### config.mk
export PLATFORM = sky130hd
export DESIGN_NAME = memory_bus_arbiter
export DESIGN_NICKNAME = d
export VERILOG_FILES = /design/src/rtl/mem_arb_pkg.sv /design/src/rtl/rr_priority_picker.sv /design/src/rtl/memory_bus_arbiter.sv
export SDC_FILE = /design/constraint.sdc
export NUM_CORES = 1
export LEC_CHECK = 0
export CORE_AREA = 2 2 257 259
export CTS_CLUSTER_SIZE = 28
export DETAILED_ROUTE_END_ITERATION = 6
export DIE_AREA = 0 0 259 261
export GPL_TIMING_DRIVEN = 0
export SLEW_MARGIN = 20
export SYNTH_ARGS = -nofsm -noshare
export SYNTH_HDL_FRONTEND = slang
export SYNTH_SLANG_ARGS = --single-unit
### constraint.sdc
create_clock -name clk -period 2.77 [get_ports clk]
set_input_delay 0.831 -clock clk [delete_from_list [all_inputs] [get_ports clk]]
set_output_delay 0.831 -clock clk [all_outputs]
set_load 0.02 [all_outputs]
### src/rtl/mem_arb_pkg.sv
// Shared types and constants for the memory bus arbiter.
// Requester ids, default widths and the arbiter FSM encoding.
package mem_arb_pkg;

  localparam int DEF_NUM_REQ = 3;
  localparam int DEF_ADDR_W  = 64;
  localparam int DEF_DATA_W  = 64;
  localparam int DEF_TIMEOUT = 1024;

  localparam int REQ_FETCH = 0;
  localparam int REQ_LOAD  = 1;
  localparam int REQ_STORE = 2;

  typedef enum logic [1:0] {
    IDLE      = 2'd0,
    ISSUE     = 2'd1,
    WAIT_RESP = 2'd2
  } arb_state_t;

endpackage

### src/rtl/rr_priority_picker.sv
// Round-robin priority picker: first set request at or above
// rr_ptr, wrapping at NUM_REQ. Purely combinational.
module rr_priority_picker #(
  parameter int NUM_REQ = 3,
  parameter int IW      = 2
) (
  input  logic [NUM_REQ-1:0] req,
  input  logic [IW-1:0]      rr_ptr,
  output logic [NUM_REQ-1:0] grant,
  output logic [IW-1:0]      idx,
  output logic               any
);

  // Walk the requesters starting at the pointer; first hit wins.
  always_comb begin
    grant = '0;
    idx   = '0;
    any   = 1'b0;
    for (int i = 0; i < NUM_REQ; i++) begin
      if (!any && req[(int'(rr_ptr) + i) % NUM_REQ]) begin
        any = 1'b1;
        grant[(int'(rr_ptr) + i) % NUM_REQ] = 1'b1;
        idx = IW'((int'(rr_ptr) + i) % NUM_REQ);
      end
    end
  end

endmodule

### src/rtl/memory_bus_arbiter.sv
// Round-robin arbiter sharing the memory bus among fetch/load/store.
// Optional response watchdog: define MEMORY_ARBITER_TIMEOUT_EN.
module memory_bus_arbiter
  import mem_arb_pkg::*;
#(
  parameter int NUM_REQ        = DEF_NUM_REQ,
  parameter int ADDR_W         = DEF_ADDR_W,
  parameter int DATA_W         = DEF_DATA_W,
  parameter int TIMEOUT_CYCLES = DEF_TIMEOUT
) (
  input  logic                      clk,
  input  logic                      rst_n,
  input  logic [NUM_REQ-1:0]        req_valid,
  input  logic [NUM_REQ*ADDR_W-1:0] req_addr,
  input  logic [NUM_REQ-1:0]        req_write,
  input  logic [NUM_REQ*DATA_W-1:0] req_wdata,
  output logic [NUM_REQ-1:0]        req_ready,
  output logic [NUM_REQ-1:0]        resp_valid,
  output logic [DATA_W-1:0]         resp_data,
  output logic                      resp_error,
  output logic                      mem_req_valid,
  input  logic                      mem_req_ready,
  output logic [ADDR_W-1:0]         mem_addr,
  output logic                      mem_write,
  output logic [DATA_W-1:0]         mem_wdata,
  input  logic                      mem_resp_valid,
  input  logic [DATA_W-1:0]         mem_resp_data,
  output logic                      busy,
  output logic                      spurious_resp
);

  localparam int IW = (NUM_REQ > 1) ? $clog2(NUM_REQ) : 1;

  arb_state_t state_q, state_d;

  logic [IW-1:0]      rr_ptr_q;
  logic [IW-1:0]      gnt_idx_q;
  logic [IW-1:0]      pick_idx;
  logic [NUM_REQ-1:0] pick_grant;
  logic               pick_any;

  logic [ADDR_W-1:0]  addr_q;
  logic               write_q;
  logic [DATA_W-1:0]  wdata_q;

  logic [NUM_REQ-1:0] resp_valid_q;
  logic [DATA_W-1:0]  resp_data_q;
  logic               spurious_q;

  logic accept;
  logic done;
  logic timeout;

  rr_priority_picker #(
    .NUM_REQ (NUM_REQ),
    .IW      (IW)
  ) u_picker (
    .req    (req_valid),
    .rr_ptr (rr_ptr_q),
    .grant  (pick_grant),
    .idx    (pick_idx),
    .any    (pick_any)
  );

`ifdef MEMORY_ARBITER_TIMEOUT_EN
  localparam int CW = $clog2(TIMEOUT_CYCLES + 1);

  logic [CW-1:0] wait_cnt_q;
  logic          resp_error_q;

  // The last waiting cycle is the one where the count would reach
  // TIMEOUT_CYCLES; a real response in that cycle takes priority.
  assign timeout = (state_q == WAIT_RESP)
                && (wait_cnt_q == CW'(TIMEOUT_CYCLES - 1))
                && !mem_resp_valid;

  // Count cycles spent in WAIT_RESP; zero everywhere else.
  always_ff @(posedge clk) begin
    if (!rst_n) begin
      wait_cnt_q   <= '0;
      resp_error_q <= 1'b0;
    end else begin
      resp_error_q <= timeout;
      if (state_q != WAIT_RESP)
        wait_cnt_q <= '0;
      else
        wait_cnt_q <= wait_cnt_q + CW'(1);
    end
  end

  assign resp_error = resp_error_q;
`else
  assign timeout    = 1'b0;
  assign resp_error = 1'b0;
`endif

  // State register.
  always_ff @(posedge clk) begin
    if (!rst_n)
      state_q <= IDLE;
    else
      state_q <= state_d;
  end

  // Next state, grant and memory request strobe.
  always_comb begin
    state_d       = state_q;
    req_ready     = '0;
    mem_req_valid = 1'b0;
    accept        = 1'b0;
    done          = 1'b0;
    unique case (state_q)
      IDLE: begin
        if (pick_any) begin
          req_ready = pick_grant;
          accept    = 1'b1;
          state_d   = ISSUE;
        end
      end
      ISSUE: begin
        mem_req_valid = 1'b1;
        if (mem_req_ready)
          state_d = WAIT_RESP;
      end
      WAIT_RESP: begin
        if (mem_resp_valid || timeout) begin
          done    = 1'b1;
          state_d = IDLE;
        end
      end
      default: state_d = IDLE;
    endcase
  end

  // Request latch, response routing, pointer and spurious flag.
  always_ff @(posedge clk) begin
    if (!rst_n) begin
      rr_ptr_q     <= IW'(REQ_FETCH);
      gnt_idx_q    <= '0;
      addr_q       <= '0;
      write_q      <= 1'b0;
      wdata_q      <= '0;
      resp_valid_q <= '0;
      resp_data_q  <= '0;
      spurious_q   <= 1'b0;
    end else begin
      resp_valid_q <= '0;
      if (accept) begin
        gnt_idx_q <= pick_idx;
        addr_q    <= req_addr[int'(pick_idx)*ADDR_W +: ADDR_W];
        write_q   <= req_write[pick_idx];
        wdata_q   <= req_wdata[int'(pick_idx)*DATA_W +: DATA_W];
      end
      if (done) begin
        resp_valid_q <= NUM_REQ'(1) << gnt_idx_q;
        resp_data_q  <= (write_q || timeout) ? '0 : mem_resp_data;
        rr_ptr_q     <= (gnt_idx_q == IW'(NUM_REQ - 1))
                      ? '0 : gnt_idx_q + IW'(1);
      end
      if (mem_resp_valid && (state_q != WAIT_RESP))
        spurious_q <= 1'b1;
    end
  end

  assign resp_valid    = resp_valid_q;
  assign resp_data     = resp_data_q;
  assign mem_addr      = addr_q;
  assign mem_write     = write_q;
  assign mem_wdata     = wdata_q;
  assign busy          = (state_q != IDLE);
  assign spurious_resp = spurious_q;

endmodule
* Word level (Yosys, flattened, before mapping)
Index checks and enable logic that the tools add are counted.
** Word-level totals
- Bits of input ports :: 458
- Logic and storage cells :: 85
- Flip-flop bits (word level) :: 203
- Output and inout port bits :: 203
** Cells by class
- Shifts and indexed selects :: 3
- Divide/modulo/power cells :: 3
- Equality and inequality tests :: 7
- Reductions and logical operators :: 12
- $lt $le $gt $ge :: 7
- $add $sub $neg :: 3
- Bitwise gates (word level) :: 2
- Mux-type cells :: 39
** Operators by type and width (number)
- indexed part select 192 x 9 -> 64 bit :: 2
- greater-or-equal comparator 32 x 1 -> 1 bit, second input constant :: 3
- less-than comparator 32 x 4 -> 1 bit, second input constant :: 3
- modulo 32 x 3 -> 32 bit, second input constant :: 2
- 2-to-1 mux 64 bit :: 1
- modulo 3 x 3 -> 32 bit, second input constant :: 1
- 2-to-1 mux 1 bit :: 18
- 2-to-1 mux 3 bit :: 5
- 2-to-1 mux 2 bit :: 7
- binary-select mux 1 bit (select 2 bit) :: 4
- != test 2 bit, second input constant :: 4
- demux 1 bit (select 2 bit) :: 3
- logical AND 1 bit :: 6
- OR 3 bit :: 2
- one-hot mux 2 bit (3 select lines) :: 1
- == test 2 bit, second input constant :: 2
- adder 2 x 1 -> 3 bit, second input constant :: 1
- adder 2 x 2 -> 3 bit, second input constant :: 1
- less-than comparator 2 x 3 -> 1 bit, second input constant :: 1
- AND reduction 3 bit :: 1
- << shifter 1 x 2 -> 3 bit, first input constant :: 1
- adder 2 x 1 -> 2 bit, second input constant :: 1
- == test 2 x 1 -> 1 bit, second input constant :: 1
- zero test 1 bit :: 2
- other kinds (3) :: 3

* Longest topological paths before layout
- Word-level depth :: 13
- Mapped depth :: 12
- Depth with buffers taken out :: 8

* Cells and area by module
Synthesis repeated with hierarchy kept, for this count alone.
** Second synthesis, totals
- Cell total of the unflattened synthesis :: 971
- Area, all modules :: 9480.3 um^2
** By module, submodules not included
- memory_bus_arbiter :: sequential area each 4063.9 um^2, cells an instance 919, area an instance 9098.7 um^2, instances 1
- rr_priority_picker :: sequential area each 0.0 um^2, cells an instance 52, area an instance 381.6 um^2, instances 1

* Least setup slack after synthesis
No wires, ideal clock.
- Path kind :: reg2out
- Start :: register rr_ptr_q[0]
- End :: output req_ready[2]
- Path buffers :: 2
- Stages on the path, launching flop included :: 9
- Arrival time :: 2228 ps
- Required time :: 1939 ps
- Setup slack :: -289 ps
- Path through :: dfxtp_1 inv_1 ha_1 buf_2 nand2b_1 a21oi_1 o41a_1 buf_2 nor4b_1
** Between the ends
- Word-level cells in the longest chain between the ends :: 13
- Elaborated cells between the ends (all ways) :: 43
- Those cells by class :: add/sub: 2; div: 3; order compare: 6; mux: 23; bitwise: 2; reduce/logical: 7
** Ends and longest elaborated chain
- start: declaration :: RTL line memory_bus_arbiter.sv:36 : logic [IW-1:0] rr_ptr_q;
- start signal: assignment :: RTL line memory_bus_arbiter.sv:138 : rr_ptr_q <= IW'(REQ_FETCH);
- start signal: assignment :: RTL line memory_bus_arbiter.sv:157 : rr_ptr_q <= (gnt_idx_q == IW'(NUM_REQ - 1))
- parallel branches: the longest is 11 deep, another holds modulo 32 x 3 -> 32 bit
- 2-to-1 mux 3 bit (*) :: RTL line memory_bus_arbiter.sv:114 : if (pick_any) begin
- 2-to-1 mux 3 bit (*) :: RTL line memory_bus_arbiter.sv:112 : unique case (state_q)
- end: declaration :: RTL line memory_bus_arbiter.sv:17 : output logic [NUM_REQ-1:0] req_ready,
Mark *: on every way between the ends. The select of a mux whose other input is x is not followed.

* Worst setup path after layout
- Start :: register rr_ptr_q[0]
- End :: output req_ready[0]
The elaborated chain is that of the path after synthesis.

==> impl_metrics.env <==
export IMPL_outcome="finished, violations left"
export IMPL_violations="setup timing"
export IMPL_hold_viol=0
export IMPL_slew_headroom=0.369
export IMPL_synth_cells=803
export IMPL_grt_max_degree=12
export IMPL_final_area_sq_um=18500
export IMPL_post_drt_wl_per_cell_um=22.9
export IMPL_fin_skew_ps=5.25
export IMPL_worst_path_buf_inv=3
export IMPL_rrSetupSlack_ps=-170
export IMPL_path_cells="inv_4 > ha_4 > mux2i_4 > nor2_2 > o41a_1 > buf_6 > nor3b_2 > buf_4"
export IMPL_clock_latency_ps=540
export IMPL_synth_net_count=1265
export IMPL_synth_ff_latch_count=203
export IMPL_slew_violations=0
export IMPL_synth_edf_count=0
export IMPL_coreArea_sq_um=65000
export IMPL_ant_nets=0
export IMPL_seqCellArea_sq_um=4070
export IMPL_synth_cell_types=42
export IMPL_nFillCells=6687
export IMPL_utilization=0.284
export IMPL_holdCritPathClass="reg -> reg"
export IMPL_setup_tns_ps=-11890
export IMPL_p_leak_nw=6.58
export IMPL_crit_path_start_kind="flop"
export IMPL_slowest_stage="o41a_1"
export IMPL_routed_via_density=4.05
export IMPL_hpwl_um=43800
export IMPL_htreeDepth=1
export IMPL_path_class="reg -> out"
export IMPL_portBuffers=658
export IMPL_min_period_over_period=1.19
export IMPL_crit_required_ps=1940
export IMPL_overflow=0
export IMPL_max_freq_mhz=304
export IMPL_end_kind="primary output"
export IMPL_die_y_um=261
export IMPL_peakVddDrop_mv=0.320
export IMPL_critPathArrivalTime_ps=2450
export IMPL_cts_root_buf="clkbuf_16"
export IMPL_syn_avg_cell_area_sq_um=10.6
export IMPL_clock_sinks=203
export IMPL_gp_congestion=0.866
export IMPL_routed_wl_um=54900
export IMPL_cts_made_buffers=25
export IMPL_antenna_found_initial=15
export IMPL_final_cell_mix="651 x clkdlybuf4s50_1, 201 x dfxtp_1, 129 x mux2i_1"
export IMPL_drc_errors=0
export IMPL_num_rows=94
export IMPL_ys_seq_area_frac=0.477
export IMPL_vias=9721
export IMPL_cap_violations=0
export IMPL_clock_path_buffers=3
export IMPL_fin_ws_ps=-516
export IMPL_rsz0062_at_grt="yes"
export IMPL_fin_crit_ps=3290
export IMPL_nets=1982
export IMPL_drive_gt1_frac=0.182
export IMPL_netlist_area_sq_um=8520
export IMPL_area_growth_pct=117
export IMPL_synth_async_reset_ratio=0
export IMPL_cp_top_family="compound AO/OA/AOI/OAI gates"
export IMPL_dieArea_sq_um=67600
export IMPL_layout_commonest_cell="clkdlybuf4s50_1"
export IMPL_clk_pin_slew_ps=60
export IMPL_drt_initial_drc_count=429
export IMPL_die_x_um=259
export IMPL_place_area_sq_um=16200
export IMPL_cts_tree="yes"
export IMPL_multi_input_area_sq_um=4700
export IMPL_grt_pass1_vias=9947
export IMPL_io_pins=661
export IMPL_cp_max_fo=4
export IMPL_grt_util_all_layers=0.143
export IMPL_dp_slack_ps=-1320
export IMPL_first_pass_iters=6
export IMPL_start_util=0.131
export IMPL_ys_warn_count=0
export IMPL_grt_pass1_wl_um=70300
export IMPL_tightest_slew_ps=943
export IMPL_finalSetupViolCount=123
export IMPL_slowest_delay_ps=390
export IMPL_ys_flop_type="dfxtp_1"
export IMPL_powerDensity_nw_per_um2=529
-- power breakdown --
| group | internal (mW) | switching (mW) |
|---|---|---|
| clock network | 2.08 | 1.32 |
| logic | 1.59 | 1.37 |
| registers | 3.21 | 0.215 |
| total | 6.88 | 2.91 |
-- layout make-up --
type,count,area share
Antenna cell,3,0.000406
Buffer,73,0.0346
Clock buffer,37,0.0395
Clock inverter,6,0.00568
Inverter,3,0.000879
Multi-Input combinational cell,522,0.254
Sequential cell,203,0.220
Tap cell,864,0.0584
Timing Repair Buffer,692,0.387
-- logic make-up (layout without fill, tap and decap cells) --
| group | after synthesis | in the layout | synth area share |
|---|---|---|---|
| compound gates | 346 | 346 | 0.278 |
| other cells | 1 | 4 | 0.000440 |
| fa+ha+maj | 4 | 4 | 0.00588 |
| simple gates | 38 | 38 | 0.0260 |
| buf+inv | 78 | 811 | 0.0552 |
| mux | 133 | 133 | 0.158 |
| flops | 203 | 203 | 0.477 |
-- routing by layer --
metal  GRT usage  wire length (um)
met1       0.145             19000
met2       0.272             28500
met3      0.0555              5660
met4      0.0427              1680
met5           0                75
-- through the flow --
step	hold slack (ps)	std cells	power, mW
finish	478	2403	9.79
global route	498	2402	10.2
CTS	483	2378	9.67
detailed placement	466	2325	6.15
global placement	463	2325	6.12
floorplan	435	803	4.49
-- worst paths after layout --
check / start / to / depth (start not counted)
worst max-delay path: rr_ptr_q[0] / req_ready[0] / 8
worst min-delay path: resp_data[39] / resp_data[39] / 1
worst min register to register: resp_data[39] / resp_data[39] / 1
worst max register to register: rr_ptr_q[0] / mem_addr[18] / 13
-- synthesized netlist by cell type, drive strengths merged (2+ instances only) --
master     n  area share
a221oi     2      0.0021
nand3b     2      0.0018
o21ai    131       0.077
nand2      5      0.0022
a21o       3      0.0026
o21a       2      0.0018
o32ai      2      0.0021
nand2b     4      0.0029
nor2       8      0.0035
inv        3      0.0013
a21oi      3      0.0018
dfxtp    203        0.48
nor3b      5      0.0044
clkbuf    27       0.012
ha         4      0.0059
nor2b      8      0.0059
mux2i    133        0.16
buf       48       0.042
o2bb2ai    2      0.0021
a22o      64       0.066
a22oi    130        0.11
-- flip-flops by register name, summed over array words and instances, names as in the netlist --
name	cells
gnt_idx_q	2
mem_addr	64
mem_wdata	64
mem_write	1
resp_data	64
resp_valid	3
rr_ptr_q	2
spurious_resp	1
state_q	2
-- what timing repair did --
action	in CTS	in global routing
setup endpoints to repair	132	135
gates cloned	0	16
buffers inserted	10	8
gates resized for setup	75	183
hold buffers	0	0
pin swaps	2	62
Note: power is estimated with default switching activity, not from simulation.
==> RTL edit: new RTL, same flow settings <==
`DEF_DATA_W`: 64 -> 72.
--- a/src/rtl/mem_arb_pkg.sv
+++ b/src/rtl/mem_arb_pkg.sv
@@ -6,3 +6,3 @@
   localparam int DEF_ADDR_W  = 64;
-  localparam int DEF_DATA_W  = 64;
+  localparam int DEF_DATA_W  = 72;
   localparam int DEF_TIMEOUT = 1024;
Interface: changed (resized mem_resp_data, mem_wdata, req_wdata and resp_data); port bits go from 661 to 709. The function was not compared with the original's and may differ.
==> RTL edit against the original RTL <==
- maximum frequency down 1.2%
- count of clock-buffer cells in the layout rose by 1
- critical path type unchanged
- largest power group is now clock
- the run still ends with setup timing left
- setup slack got worse by 40 ps
- wire length rose by 11%
- cell area up 13%
- clock skew is 7.4 ps higher
- critical path depth up 1
- clock power rose by 13%
- area after synthesis grew 20%
- global-route usage is 2.0 points higher
- worst hold slack got worse by 13 ps
- power increased by 14%
- sequential cell count up 16
- sequential power grew 6.4%
==> RTL edit: results (changes against the original RTL) <==
outcome:
  status: "complete, but fails checks"
  violations: "setup timing"
clocking:
  insertion_delay_ps: 580  # +40 ps
  post_cts_resize_count: 107  # +43%
  cts_setup_buffers: 21  # +11
  cts_buffers: 28  # +12%
timing:
  clock-skew-final_ps: 12.7  # +7.42 ps
  setup_ws_ps: -556  # -40.2 ps
  max-slew-margin-rel_pct: 25.0  # -12 points
  setup_viol: 11  # -91%
  fin_hold_ws_ps: 465  # -13.4 ps
finish:
  regArea_sq_um: 4390  # +7.8%
  inv_count: 5  # +2
  nets: 2416  # +22%
  drive_above_1_share_pct: 14.1  # -4.1 points
  buf_share_pct: 41.0  # -1.1 points
  n_clock_buffer: 38  # +2.7%
  nFillCells: 6586  # -1.5%
placement:
  place_area_sq_um: 18400  # +14%
  dpl_worst_slack_ps: -2010  # -685 ps
  hpwl_um: 47700  # +8.9%
  place_congestion: 0.960  # +11%
critical_path:
  cpPeakStageDelay_ps: 340  # -50 ps
  reg2reg_to: "mem_addr[59]$_SDFFE_PN0P_"
  ff2ff_path_depth: 11  # -2
drt:
  drt_first_iter_violations: 834  # +94%
  finalWirelength_um: 61100  # +11%
  first_pass_iters: 5  # -1
global_route:
  grt_max_degree: 17  # +5
  grt_pass1_wl_um: 83700  # +19%
worst_hold_path:
  whs_path_depth: 2  # +1
  hold_start: "mem_wdata[49]$_SDFFE_PN0P_"
  min_to: "mem_wdata[49]$_SDFFE_PN0P_"
pwr:
  p_leak_nw: 7.77  # +18%
  ir_drop_mv: 0.447  # +40%
  switchingPower_w: 0.00353  # +21%
synth:
  syn-num-nets: 1631  # +29%
  syn_inst: 1137  # +42%
  synth_seq_area_share_pct: 43.0  # -4.7 points
  netlist_top_cells_area: "dfxtp_1 43%, nand3_1 9.5%, a211oi_1 6.6%, o31ai_1 6.4%, a22o_1 6.2%"
-- RTL edit: cell count changes after synthesis, moves of 87 or more --
cell / unedited run / this run
a22oi_1: 130 / 2
o31ai_1: 0 / 87
and3_1: 0 / 88
a211oi_1: 0 / 89
o21ai_1: 110 / 1
nand3_1: 1 / 193
-- RTL edit: cell families (layout without fill, tap and decap cells) --
group / count (synthesis) / after routing / share of synthesized area (%)
other cells: 1 / 5 / 0.0368
flops: 219 / 219 / 43.0
simple gates: 395 / 395 / 19.5
buf+inv: 138 / 945 / 5.92
fa+ha+maj: 4 / 4 / 0.491
compound gates: 325 / 325 / 25.6
mux: 55 / 55 / 5.42
-- RTL edit: routing by layer --
metal | share of wire, % | up-vias | track usage, % | wire length (um)
li1 | - | 5943 | - | -
met1 | 40 | 6229 | 19.7 | 24500
met2 | 49 | 648 | 28.5 | 29700
met3 | 8.0 | 101 | 4.07 | 4870
met4 | 3.4 | 0 | 5.22 | 2100
met5 | 0 | - | 0 | 0
-- RTL edit: worst max path at each step --
stage                                  to                startpoint  slack [ps]  cells past startpoint
3_3_place_gp   mem_wdata[47]$_SDFFE_PN0P_              req_valid[0]       -1900                      8
4_1_cts                      req_ready[0]  rr_ptr_q[0]$_SDFFE_PN0P_        -710                      9
6_report                     req_ready[2]  rr_ptr_q[0]$_SDFFE_PN0P_        -560                      9
3_5_place_dp   mem_wdata[47]$_SDFFE_PN0P_              req_valid[0]       -2010                      8
5_1_grt                      req_ready[0]  rr_ptr_q[0]$_SDFFE_PN0P_        -690                      9
2_1_floorplan                req_ready[0]              req_valid[0]          -9                      6
